`src/rtl/lms_pkg.sv`:
```
// lms_pkg -- shared types and helpers for the LMS adaptive filter engine.
//   state_t  : engine FSM encoding (also exported on the state_dbg port)
//   sat_val  : clamp a signed value to the range of a w-bit signed number
//   sat_clip : 1 when sat_val would have to clamp
package lms_pkg;

  typedef enum logic [2:0] {
    IDLE   = 3'd0,
    FILTER = 3'd1,
    CALC   = 3'd2,
    UPDATE = 3'd3,
    DONE   = 3'd4
  } state_t;

  function automatic logic signed [63:0] sat_val(input logic signed [63:0] v,
                                                 input int w);
    logic signed [63:0] hi;
    logic signed [63:0] lo;
    hi = (64'sd1 <<< (w - 1)) - 64'sd1;
    lo = -(64'sd1 <<< (w - 1));
    if (v > hi) return hi;
    else if (v < lo) return lo;
    else return v;
  endfunction

  function automatic logic sat_clip(input logic signed [63:0] v, input int w);
    logic signed [63:0] hi;
    logic signed [63:0] lo;
    hi = (64'sd1 <<< (w - 1)) - 64'sd1;
    lo = -(64'sd1 <<< (w - 1));
    return (v > hi) || (v < lo);
  endfunction

endpackage

```
`src/rtl/lms_mac.sv`:
```
// lms_mac -- combinational multiply / add / saturate datapath shared by the
// FILTER (accumulate) and UPDATE (weight adjust) phases of lms_adapt_engine.
// Ports:
//   mul_a, mul_b : WIDTH-bit signed multiplicands
//   prod         : full 2*WIDTH-bit signed product
//   add_a, add_b : ACCW-bit signed addends (caller pre-aligns/extends them)
//   sum          : ACCW-bit signed sum (sized so it cannot overflow)
//   sum_sat      : sum clamped to WIDTH bits
//   sat_hit      : 1 when sum_sat differs from sum
module lms_mac
  import lms_pkg::*;
#(
  parameter int WIDTH = 8,
  parameter int ACCW  = 18
) (
  input  logic signed [WIDTH-1:0]   mul_a,
  input  logic signed [WIDTH-1:0]   mul_b,
  output logic signed [2*WIDTH-1:0] prod,
  input  logic signed [ACCW-1:0]    add_a,
  input  logic signed [ACCW-1:0]    add_b,
  output logic signed [ACCW-1:0]    sum,
  output logic signed [WIDTH-1:0]   sum_sat,
  output logic                      sat_hit
);

  logic signed [2*WIDTH-1:0] a_ext;
  logic signed [2*WIDTH-1:0] b_ext;
  logic signed [63:0]        sum_ext;

  // Operands are widened first so the product is computed at full width.
  assign a_ext   = {{WIDTH{mul_a[WIDTH-1]}}, mul_a};
  assign b_ext   = {{WIDTH{mul_b[WIDTH-1]}}, mul_b};
  assign prod    = a_ext * b_ext;

  assign sum     = add_a + add_b;
  assign sum_ext = {{(64-ACCW){sum[ACCW-1]}}, sum};
  assign sum_sat = WIDTH'(sat_val(sum_ext, WIDTH));
  assign sat_hit = sat_clip(sum_ext, WIDTH);

endmodule

```
`src/rtl/lms_adapt_engine.sv`:
```
// lms_adapt_engine -- sequential LMS adaptive FIR engine, one tap per cycle.
// An accepted sample pair (x, d) is shifted into the history, filtered
// (y = sum w[k]*x[k]), the error e = d - y is formed, and when adapt_en was
// set at accept the weights move by (e*x[k]) * 2^-MU_SHIFT. All arithmetic
// is Q1.(WIDTH-1) with floor rounding and saturation.
// Ports:
//   clk, rst              : clock, asynchronous active-high reset
//   in_valid/in_ready     : sample pair handshake (x_in, d_in, adapt_en)
//   w_load_en/idx/data    : weight preload, honoured only while idle
//   out_valid/out_ready   : result handshake (y_out, e_out)
//   weights               : current weight array
//   sat_flag              : sticky, any saturation since reset
//   state_dbg             : current FSM state (lms_pkg::state_t encoding)
//
// Handshakes: a transfer happens on a rising clk edge where valid && ready
// are both 1. A source holding valid keeps its data stable until that edge;
// y_out/e_out stay stable while out_valid is 1 and out_ready is 0.
module lms_adapt_engine
  import lms_pkg::*;
#(
  parameter int TAPS     = 4,
  parameter int WIDTH    = 8,
  parameter int MU_SHIFT = 2
) (
  input  logic                       clk,
  input  logic                       rst,
  input  logic                       in_valid,
  output logic                       in_ready,
  input  logic signed [WIDTH-1:0]    x_in,
  input  logic signed [WIDTH-1:0]    d_in,
  input  logic                       adapt_en,
  input  logic                       w_load_en,
  input  logic [$clog2(TAPS)-1:0]    w_load_idx,
  input  logic signed [WIDTH-1:0]    w_load_data,
  output logic                       out_valid,
  input  logic                       out_ready,
  output logic signed [WIDTH-1:0]    y_out,
  output logic signed [WIDTH-1:0]    e_out,
  output logic signed [WIDTH-1:0]    weights [0:TAPS-1],
  output logic                       sat_flag,
  output logic [2:0]                 state_dbg
);

  localparam int IW   = $clog2(TAPS);
  localparam int KW   = $clog2(TAPS + 1);
  localparam int PW   = 2 * WIDTH;
  localparam int ACCW = 2 * WIDTH + $clog2(TAPS);
  localparam int SH_Y = WIDTH - 1;
  localparam int SH_W = WIDTH - 1 + MU_SHIFT;

  state_t                  state;
  logic [KW-1:0]           k;
  logic [IW-1:0]           tap;
  logic signed [WIDTH-1:0] x_hist [0:TAPS-1];
  logic signed [WIDTH-1:0] d_q;
  logic                    adapt_q;
  logic signed [ACCW-1:0]  acc;
  logic signed [PW-1:0]    prod_q;

  logic signed [WIDTH-1:0] mul_a;
  logic signed [WIDTH-1:0] mul_b;
  logic signed [PW-1:0]    prod;
  logic signed [PW-1:0]    prod_sh;
  logic signed [ACCW-1:0]  add_a;
  logic signed [ACCW-1:0]  add_b;
  logic signed [ACCW-1:0]  sum;
  logic signed [WIDTH-1:0] sum_sat;
  logic                    sat_hit;

  logic signed [ACCW-1:0]  acc_sh;
  logic signed [63:0]      acc_ext;
  logic signed [WIDTH-1:0] y_calc;
  logic                    y_clip;
  logic signed [WIDTH:0]   diff;
  logic signed [63:0]      diff_ext;
  logic signed [WIDTH-1:0] e_calc;
  logic                    e_clip;

  assign state_dbg = state;

  // FILTER runs k = 0..TAPS (one extra cycle to drain the product register),
  // so k can briefly equal TAPS; clamp the tap index to stay in range.
  always_comb begin
    tap = '0;
    if (k < KW'(TAPS)) tap = k[IW-1:0];
  end

  // Shared MAC operand select. FILTER: products are registered in prod_q and
  // accumulated one cycle later. UPDATE: w[k] + ((e*x[k]) >>> SH_W).
  always_comb begin
    mul_a   = weights[tap];
    mul_b   = x_hist[tap];
    add_a   = acc;
    add_b   = {{(ACCW-PW){prod_q[PW-1]}}, prod_q};
    prod_sh = prod >>> SH_W;
    if (state == UPDATE) begin
      mul_a = e_out;
      add_a = {{(ACCW-WIDTH){weights[tap][WIDTH-1]}}, weights[tap]};
      add_b = {{(ACCW-PW){prod_sh[PW-1]}}, prod_sh};
    end
  end

  lms_mac #(
    .WIDTH (WIDTH),
    .ACCW  (ACCW)
  ) u_mac (
    .mul_a   (mul_a),
    .mul_b   (mul_b),
    .prod    (prod),
    .add_a   (add_a),
    .add_b   (add_b),
    .sum     (sum),
    .sum_sat (sum_sat),
    .sat_hit (sat_hit)
  );

  // Output stage: y from the accumulator, e from the already-clamped y.
  always_comb begin
    acc_sh   = acc >>> SH_Y;
    acc_ext  = {{(64-ACCW){acc_sh[ACCW-1]}}, acc_sh};
    y_calc   = WIDTH'(sat_val(acc_ext, WIDTH));
    y_clip   = sat_clip(acc_ext, WIDTH);
    diff     = {d_q[WIDTH-1], d_q} - {y_calc[WIDTH-1], y_calc};
    diff_ext = {{(64-WIDTH-1){diff[WIDTH]}}, diff};
    e_calc   = WIDTH'(sat_val(diff_ext, WIDTH));
    e_clip   = sat_clip(diff_ext, WIDTH);
  end

  always_ff @(posedge clk or posedge rst) begin
    if (rst) begin
      state     <= IDLE;
      k         <= '0;
      in_ready  <= 1'b1;
      out_valid <= 1'b0;
      y_out     <= '0;
      e_out     <= '0;
      sat_flag  <= 1'b0;
      acc       <= '0;
      prod_q    <= '0;
      d_q       <= '0;
      adapt_q   <= 1'b0;
      for (int i = 0; i < TAPS; i++) begin
        weights[i] <= '0;
        x_hist[i]  <= '0;
      end
    end else begin
      unique case (state)
        IDLE: begin
          // The load lands before FILTER reads any weight, so a sample
          // accepted in the same cycle already sees the loaded value.
          if (w_load_en && (int'(w_load_idx) < TAPS))
            weights[w_load_idx] <= w_load_data;
          if (in_valid && in_ready) begin
            x_hist[0] <= x_in;
            for (int i = 1; i < TAPS; i++) x_hist[i] <= x_hist[i-1];
            d_q      <= d_in;
            adapt_q  <= adapt_en;
            k        <= '0;
            acc      <= '0;
            prod_q   <= '0;
            in_ready <= 1'b0;
            state    <= FILTER;
          end
        end
        FILTER: begin
          acc <= sum;
          if (k < KW'(TAPS)) prod_q <= prod;
          if (k == KW'(TAPS)) state <= CALC;
          else k <= k + KW'(1);
        end
        CALC: begin
          y_out <= y_calc;
          e_out <= e_calc;
          if (y_clip || e_clip) sat_flag <= 1'b1;
          k <= '0;
          if (adapt_q) begin
            state <= UPDATE;
          end else begin
            state     <= DONE;
            out_valid <= 1'b1;
          end
        end
        UPDATE: begin
          weights[tap] <= sum_sat;
          if (sat_hit) sat_flag <= 1'b1;
          if (k == KW'(TAPS - 1)) begin
            state     <= DONE;
            out_valid <= 1'b1;
          end else begin
            k <= k + KW'(1);
          end
        end
        DONE: begin
          if (out_valid && out_ready) begin
            out_valid <= 1'b0;
            in_ready  <= 1'b1;
            state     <= IDLE;
          end
        end
        default: state <= IDLE;
      endcase
    end
  end

endmodule

```
`config.mk`:
```
export PLATFORM = sky130hd
export DESIGN_NAME = lms_adapt_engine
export DESIGN_NICKNAME = d
export VERILOG_FILES = /design/src/rtl/lms_pkg.sv /design/src/rtl/lms_mac.sv /design/src/rtl/lms_adapt_engine.sv
export SDC_FILE = /design/constraint.sdc
export NUM_CORES = 1
export LEC_CHECK = 0
export ABC_AREA = 1
export BUFFER_PORTS_ARGS = -buffer_cell sky130_fd_sc_hd__buf_2
export CAP_MARGIN = 20
export CORE_AREA = 2 2 153 110
export DETAILED_ROUTE_END_ITERATION = 6
export DIE_AREA = 0 0 155 112
export PLACE_DENSITY = 0.94
export REMOVE_ABC_BUFFERS = 1
export SYNTH_ARGS = -nofsm -noshare
export SYNTH_HDL_FRONTEND = slang
export SYNTH_SLANG_ARGS = --single-unit
```
`constraint.sdc`:
```
create_clock -name clk -period 12.26 [get_ports clk]
set_input_delay 2.452 -clock clk [delete_from_list [all_inputs] [get_ports clk]]
set_output_delay 2.452 -clock clk [all_outputs]
set_load 0.02 [all_outputs]
```
==> results.md, run 1 <==
- Period utilization: 72.9%
- Failing checks: design-rule violations
- First-pass GRT wire length: between 50000 and 60000 µm
- Max-cap violations: 0
- Gr ovfl total: 0
- Post-CTS resize count: 0
- Status: complete, but fails checks
- Pre-CTS WS: roughly 3700 ps
- Post-synth EDFFs: 0
- Syn_area_per_cell: roughly 7.4 µm²
- DR iter-0 viols: ~1300
- Num rows: 39
- # setup viols final: 0
- Most common cell in the synthesized netlist: nand2_1
- Ports: 86
- Routed length per placed instance: 18.2 µm
- CP Launch Type: flop
- Setup TNS: 0 ps
- Global placer's final weighted congestion: around 1.0
- Root Buffer: clkbuf_16
- CP Data Arrival Time: about 9300 ps
- CP max FO: 15
- DRC Markers: 19
- DIE AREA: approximately 17000 µm²
- Number of global-route vias before repair: between 9000 and 10000
- Register area share after synthesis: 31.8%
- Via density: 6.01
- Antenna-violating nets left: 0
- Synth Cell Area: ~10000 µm²
- Synth-to-Final Area Change: 11.1%
- Crit-path leading delay family: adder cells
- Clk buf depth: 2
- Max incr delay on CP: between 500 and 600 ps
- Largest net degree at the start of global routing: 80
- Unrepaired setup endpoints after global routing: false
- All-Layer GR Usage: 37.0%
- Critical-path top delay cell: fa_1
- Die height: approximately 110 µm
- Cell taking the most area after synthesis: dfrtp_1
- Synth cell types: between 40 and 50
- Total number of vias: 10200
- Post-CTS Setup Inserts: 0
- CTS buffer count: 17
- Crit Path Category: flop to flop
- Starting Density: between 60% and 70%
- Bufs and invs on worst path: 7
- Yosys warns: 0
- Flops & latches, synth: between 100 and 150
- H-tree levels: 4
- Synth area leaders: dfrtp_1 (32%), nand2_1 (14%), fa_1 (11%), inv_1 (8.8%), ha_1 (6.9%)
- First-pass iteration count of the detailed router: 7
- Worst min-delay path class: flop to flop
- Area after DPL: about 11000 µm²
- Max Fclk: ~110 MHz
- Dominant synthesized flop cell: dfrtp_1
- Post-synth top cells: nand2_1 (400), inv_1 (243), dfrtp_1 (131)
- # hold bufs at CTS: 0
- Cells after Synth: ~1400
- Placed wire-length estimate: between 20000 and 25000 µm
- Clk Latency, worst-skew pair: between 400 and 500 ps
- Slew Viols, Final: 0
- Minimum clock period after layout: 8940 ps
- Finished Cell Area: about 12000 µm²
- Worst slew pin tran: about 950 ps
- Cell mode on critical path: nand2_1
- Initial antenna violation count: 2
- Post-layout worst setup margin: around 3300 ps
- CTS sink count: between 100 and 150
- # port buffers: 85
- Req. time, crit path: around 13000 ps
- Worst-path clk slew: around 60 ps
- Hold Violations, Final: 0
- Post-Route WL: around 31000 µm
- Final nets: approximately 1600
- Die Span X: between 150 and 200 µm
- Skew final: 10.1 ps
- CP Capture Type: flop
- Share of cells above drive strength 1: approximately 11%
- FFs w/ async S/R, synth: 100%
- CTS tree: yes
- Slew HR: between 30% and 40%
- Synth top area share: between 30% and 40%
- Core Region: 16000 µm²
## path summary, 6_finish.rpt
| kind | startpoint | end | slack, ps | cells after the start |
|---|---|---|---|---|
| max | k[2] | weights[9] | 3320 | 43 |
| max reg2reg | k[2] | weights[9] | 3320 | 43 |
| min reg2reg | x_hist[5] | x_hist[5] | 480 | 2 |
| max in group asynchronous | rst | prod_q[14] | 8750 | 3 |
| min in group asynchronous | rst | x_hist[28] | 2240 | 2 |
| min | x_hist[5] | x_hist[5] | 480 | 2 |
## placed cells by master, fill, tap and decap left out, drive strengths merged
cell,instances
o21a,15
xnor2,2
a21oi,72
fa,57
dfrtp,131
clkbuf,19
and2,2
clkinvlp,2
nor3,9
nand3,52
a32oi,1
o211ai,4
ha,57
a22o,4
a21o,1
o31ai,3
nor2,130
xor2,13
o22ai,31
a31oi,5
o221ai,2
diode,2
o21ai,102
o41ai,1
o2111ai,1
nand3b,3
or2,4
inv,250
bufinv,2
buf,88
o21bai,3
nand2,405
dfstp,1
clkinv,10
a22oi,8
nand4,6
o311ai,1
## state kept, by name, summed over array words and instances (netlist names), 8 cells and up
signal   count
acc         18
d_q          8
e_out        8
prod_q      16
weights     32
x_hist      32
y_out        8
## worst min-delay path, cell delays in order, from the launching register on
cell     delay [ps]
dfrtp_1         350
nand2_1          60
nand2_1          50
## layer usage
| layer | vias up | global-route usage [%] | routed length [µm] |
|---|---|---|---|
| met4 | 2 | 17.5 | 1590 |
| li1 | 4604 | - | - |
| met3 | 147 | 11.7 | 4010 |
| met2 | 726 | 55.1 | 13300 |
| met5 | - | 0 | 13 |
| met1 | 4766 | 49.5 | 12100 |
## area by class of cell
class / instances / area [µm²]
clock inverters: 11 / 129
fillers: 1147 / 4430
well taps: 205 / 256
diodes: 2 / 5.00
multi-input cells: 994 / 5980
clock buffers: 19 / 453
repair buffers: 88 / 448
flip-flops and latches: 132 / 3300
inverters: 253 / 952
## cells by family after synthesis
family | after synthesis | share of synthesized area, %
compound gates | 254 | 14.3
fa+ha+maj | 114 | 17.9
xor+xnor | 15 | 1.27
simple gates | 611 | 24.1
buf+inv | 283 | 10.5
flops | 132 | 31.8
## metrics by stage
| step | utilization, % | hold slack, ps | instances |
|---|---|---|---|
| finish | 72.2 | 481 | 1704 |
| global route | 72.2 | 508 | 1702 |
| CTS | 72.2 | 478 | 1702 |
| detailed placement | 68.6 | 464 | 1672 |
| global placement | 68.6 | 454 | 1672 |
| floorplan | - | 443 | 1379 |
Power of run 1 is left out: the tool's default activity adds up to more than one toggle a clock period on the data nets, which glitch-free logic cannot reach.
==> run 2, diff against run 1 <==
CORE_AREA = 2 2 166 119   (was 2 2 153 110)
DIE_AREA = 0 0 168 121   (was 0 0 155 112)
PLACE_DENSITY = 0.86   (was 0.94)
clock period = 7.9 ns   (was 12.26 ns; I/O delays follow)
==> run 2 against run 1 <==
The run still ends with design-rule violations left; count of clock-buffer cells in the layout stayed put; maximum frequency grew 18%; sequential share of layout area fell by 1.4 points; cell area is 5.2% higher; first-iteration DRC count fell by 6.1%; worst hold slack got worse by 6.6 ps; core utilization fell by 7.2 points; via count decreased by 0.91%; largest cell class unchanged.
==> results.md, run 2 (synthesized netlist as in run 1, its figures left out) <==
- Final nets: 1667 (was 1632)
- DIE AREA: 20300 µm² (was 17400 µm²)
- CTS buffer count: 17 (unchanged)
- CTS sink count: 132 (unchanged)
- # setup viols final: 0 (unchanged)
- Worst-path clk slew: 60 ps (about the same)
- Starting Density: 55.6% (was 65.0%)
- CP Launch Type: flop (unchanged)
- Initial antenna violation count: 0 (was 2)
- DR iter-0 viols: 1235 (was 1315)
- Gr ovfl total: 0 (unchanged)
- Placed wire-length estimate: 23100 µm (was 22700 µm)
- Largest net degree at the start of global routing: 81 (was 80)
- Ports: 86 (unchanged)
- # port buffers: 85 (unchanged)
- Final Core Density: 65.0% (was 72.2%)
- Num rows: 42 (was 39)
- Busiest grt layer: met2 (unchanged)
- # hold bufs at CTS: 0 (unchanged)
- Global placer's final weighted congestion: 0.995 (was 1.00)
- Worst slew pin tran: 1070 ps (was 948 ps)
- Largest regs: weights (32), x_hist (32), acc (18) (unchanged)
- Die Span X: 168 µm (was 155 µm)
- Cell mode on critical path: nand2_1 (unchanged)
- Synth-to-Final Area Change: 16.9% (was 11.1%)
- Share of cells above drive strength 1: 18.2% (was 11.0%)
- Post-Route WL: 30600 µm (was 31000 µm)
- GR Util met3: 10.3% (was 11.7%)
- Worst reg-to-reg setup slack: 330 ps (was 3320 ps)
- Req. time, crit path: 8250 ps (was 12620 ps)
- Diodes inserted: 0 (was 2)
- Post-layout worst setup margin: 334 ps (was 3320 ps)
- Die height: 121 µm (was 112 µm)
- CP max FO: 11 (was 15)
- Crit Path Category: flop to flop (unchanged)
- Max incr delay on CP: 550 ps (about the same)
- Number of global-route vias before repair: 9578 (was 9896)
- Slew HR: 28.6% (was 36.8%)
- Max-cap violations: 0 (unchanged)
- Most frequent cells in the layout: nand2_1 (387), inv_1 (226), dfrtp_1 (129) (was nand2_1 (400), inv_1 (242), dfrtp_1 (131))
- CP Capture Type: flop (unchanged)
- Total number of vias: 10200 (about the same)
- Pre-CTS WS: -310 ps (was 3680 ps)
- Grt met2 use: 46.3% (was 55.1%)
- All-Layer GR Usage: 30.7% (was 37.0%)
- Max Fclk: 132 MHz (was 112 MHz)
- Via density: 5.72 (was 6.01)
- Skew final: 12.7 ps (was 10.1 ps)
- CTS tree: yes (unchanged)
- Slew Viols, Final: 0 (unchanged)
- Worst min-delay path class: flop to flop (unchanged)
- Routed length per placed instance: 17.2 µm (was 18.2 µm)
- Period utilization: 95.8% (was 72.9%)
- First-pass iteration count of the detailed router: 7 (unchanged)
- CP Data Arrival Time: 7920 ps (was 9300 ps)
- Hold Violations, Final: 0 (unchanged)
- Core Region: 18700 µm² (was 16000 µm²)
- First-pass GRT wire length: 48500 µm (was 50100 µm)
- H-tree levels: 4 (unchanged)
- Clk Latency, worst-skew pair: 430 ps (about the same)
- Status: complete, but fails checks (unchanged)
- Root Buffer: clkbuf_16 (unchanged)
- Critical-path top delay cell: fa_1 (unchanged)
- Met1 global-route usage: 42.1% (was 49.5%)
- Commonest non-fill, non-tap cell in the layout: nand2_1 (unchanged)
- Antenna-violating nets left: 0 (unchanged)
- Hold WS: 475 ps (was 481 ps)
- Minimum clock period after layout: 7570 ps (was 8940 ps)
- Clk buf depth: 2 (unchanged)
- Failing checks: design-rule violations (unchanged)
- DRC Markers: 1 (was 19)
## run 2: changes by cell type in the layout (fill, tap and decap cells not counted), sizes merged
cell | before | now
buf | 88 | 122
clkinvlp | 2 | 3
bufinv | 2 | 1
inv | 250 | 255
diode | 2 | 0
clkinv | 10 | 8
## run 2: worst paths after layout
kind                       startpoint     endpoint  cells after the start
hold / removal              x_hist[5]    x_hist[5]                      2
max in group asynchronous         rst         k[1]                      4
setup / recovery                 k[1]  weights[29]                     41
hold reg to reg             x_hist[5]    x_hist[5]                      2
min in group asynchronous         rst   x_hist[21]                      2
setup reg to reg                 k[1]  weights[29]                     41
## run 2: layout make-up
type | instances | area [µm²]
clock buffers | 19 | 433
clock inverters | 13 | 125
fillers | 1571 | 6530
inverters | 253 | 955
multi-input cells | 994 | 6250
flip-flops and latches | 132 | 3310
well taps | 242 | 303
repair buffers | 122 | 747
repair inverters | 1 | 7.51
## run 2: worst max-delay path: cells and delay by family, from the launching register on
kind	cells	cell delay (ps)
adder cells (fa/ha/maj)	6	2810
XOR/XNOR	1	350
buffers and inverters	6	550
AND/OR/NAND/NOR	20	2060
flip-flops	1	450
AO/OA/AOI/OAI	8	1250
## run 2: timing repair
| action | in CTS | in global routing |
|---|---|---|
| pin swaps | 1 | 11 |
| setup endpoints to repair | 34 | 36 |
| gates cloned | 1 | 0 |
| resized for setup | 15 | 89 |
| setup buffers | 0 | 14 |
## run 2: metal layers
| metal | vias to the layer above | wire, µm |
|---|---|---|
| li1 | 4678 | - |
| met1 | 4798 | 13000 |
| met2 | 594 | 13400 |
| met3 | 82 | 3500 |
| met4 | 0 | 744 |
| met5 | - | 0 |
## run 2: per-stage QoR
step	cells	TNS [ps]	area, µm²
6_report	1776	0	12100
5_1_grt	1776	-1210	12100
4_1_cts	1761	0	11700
3_5_place_dp	1728	-8140	11100
3_3_place_gp	1728	-2140	11100
2_1_floorplan	1379	-35960	10200
Power of run 2 is left out for the same reason.
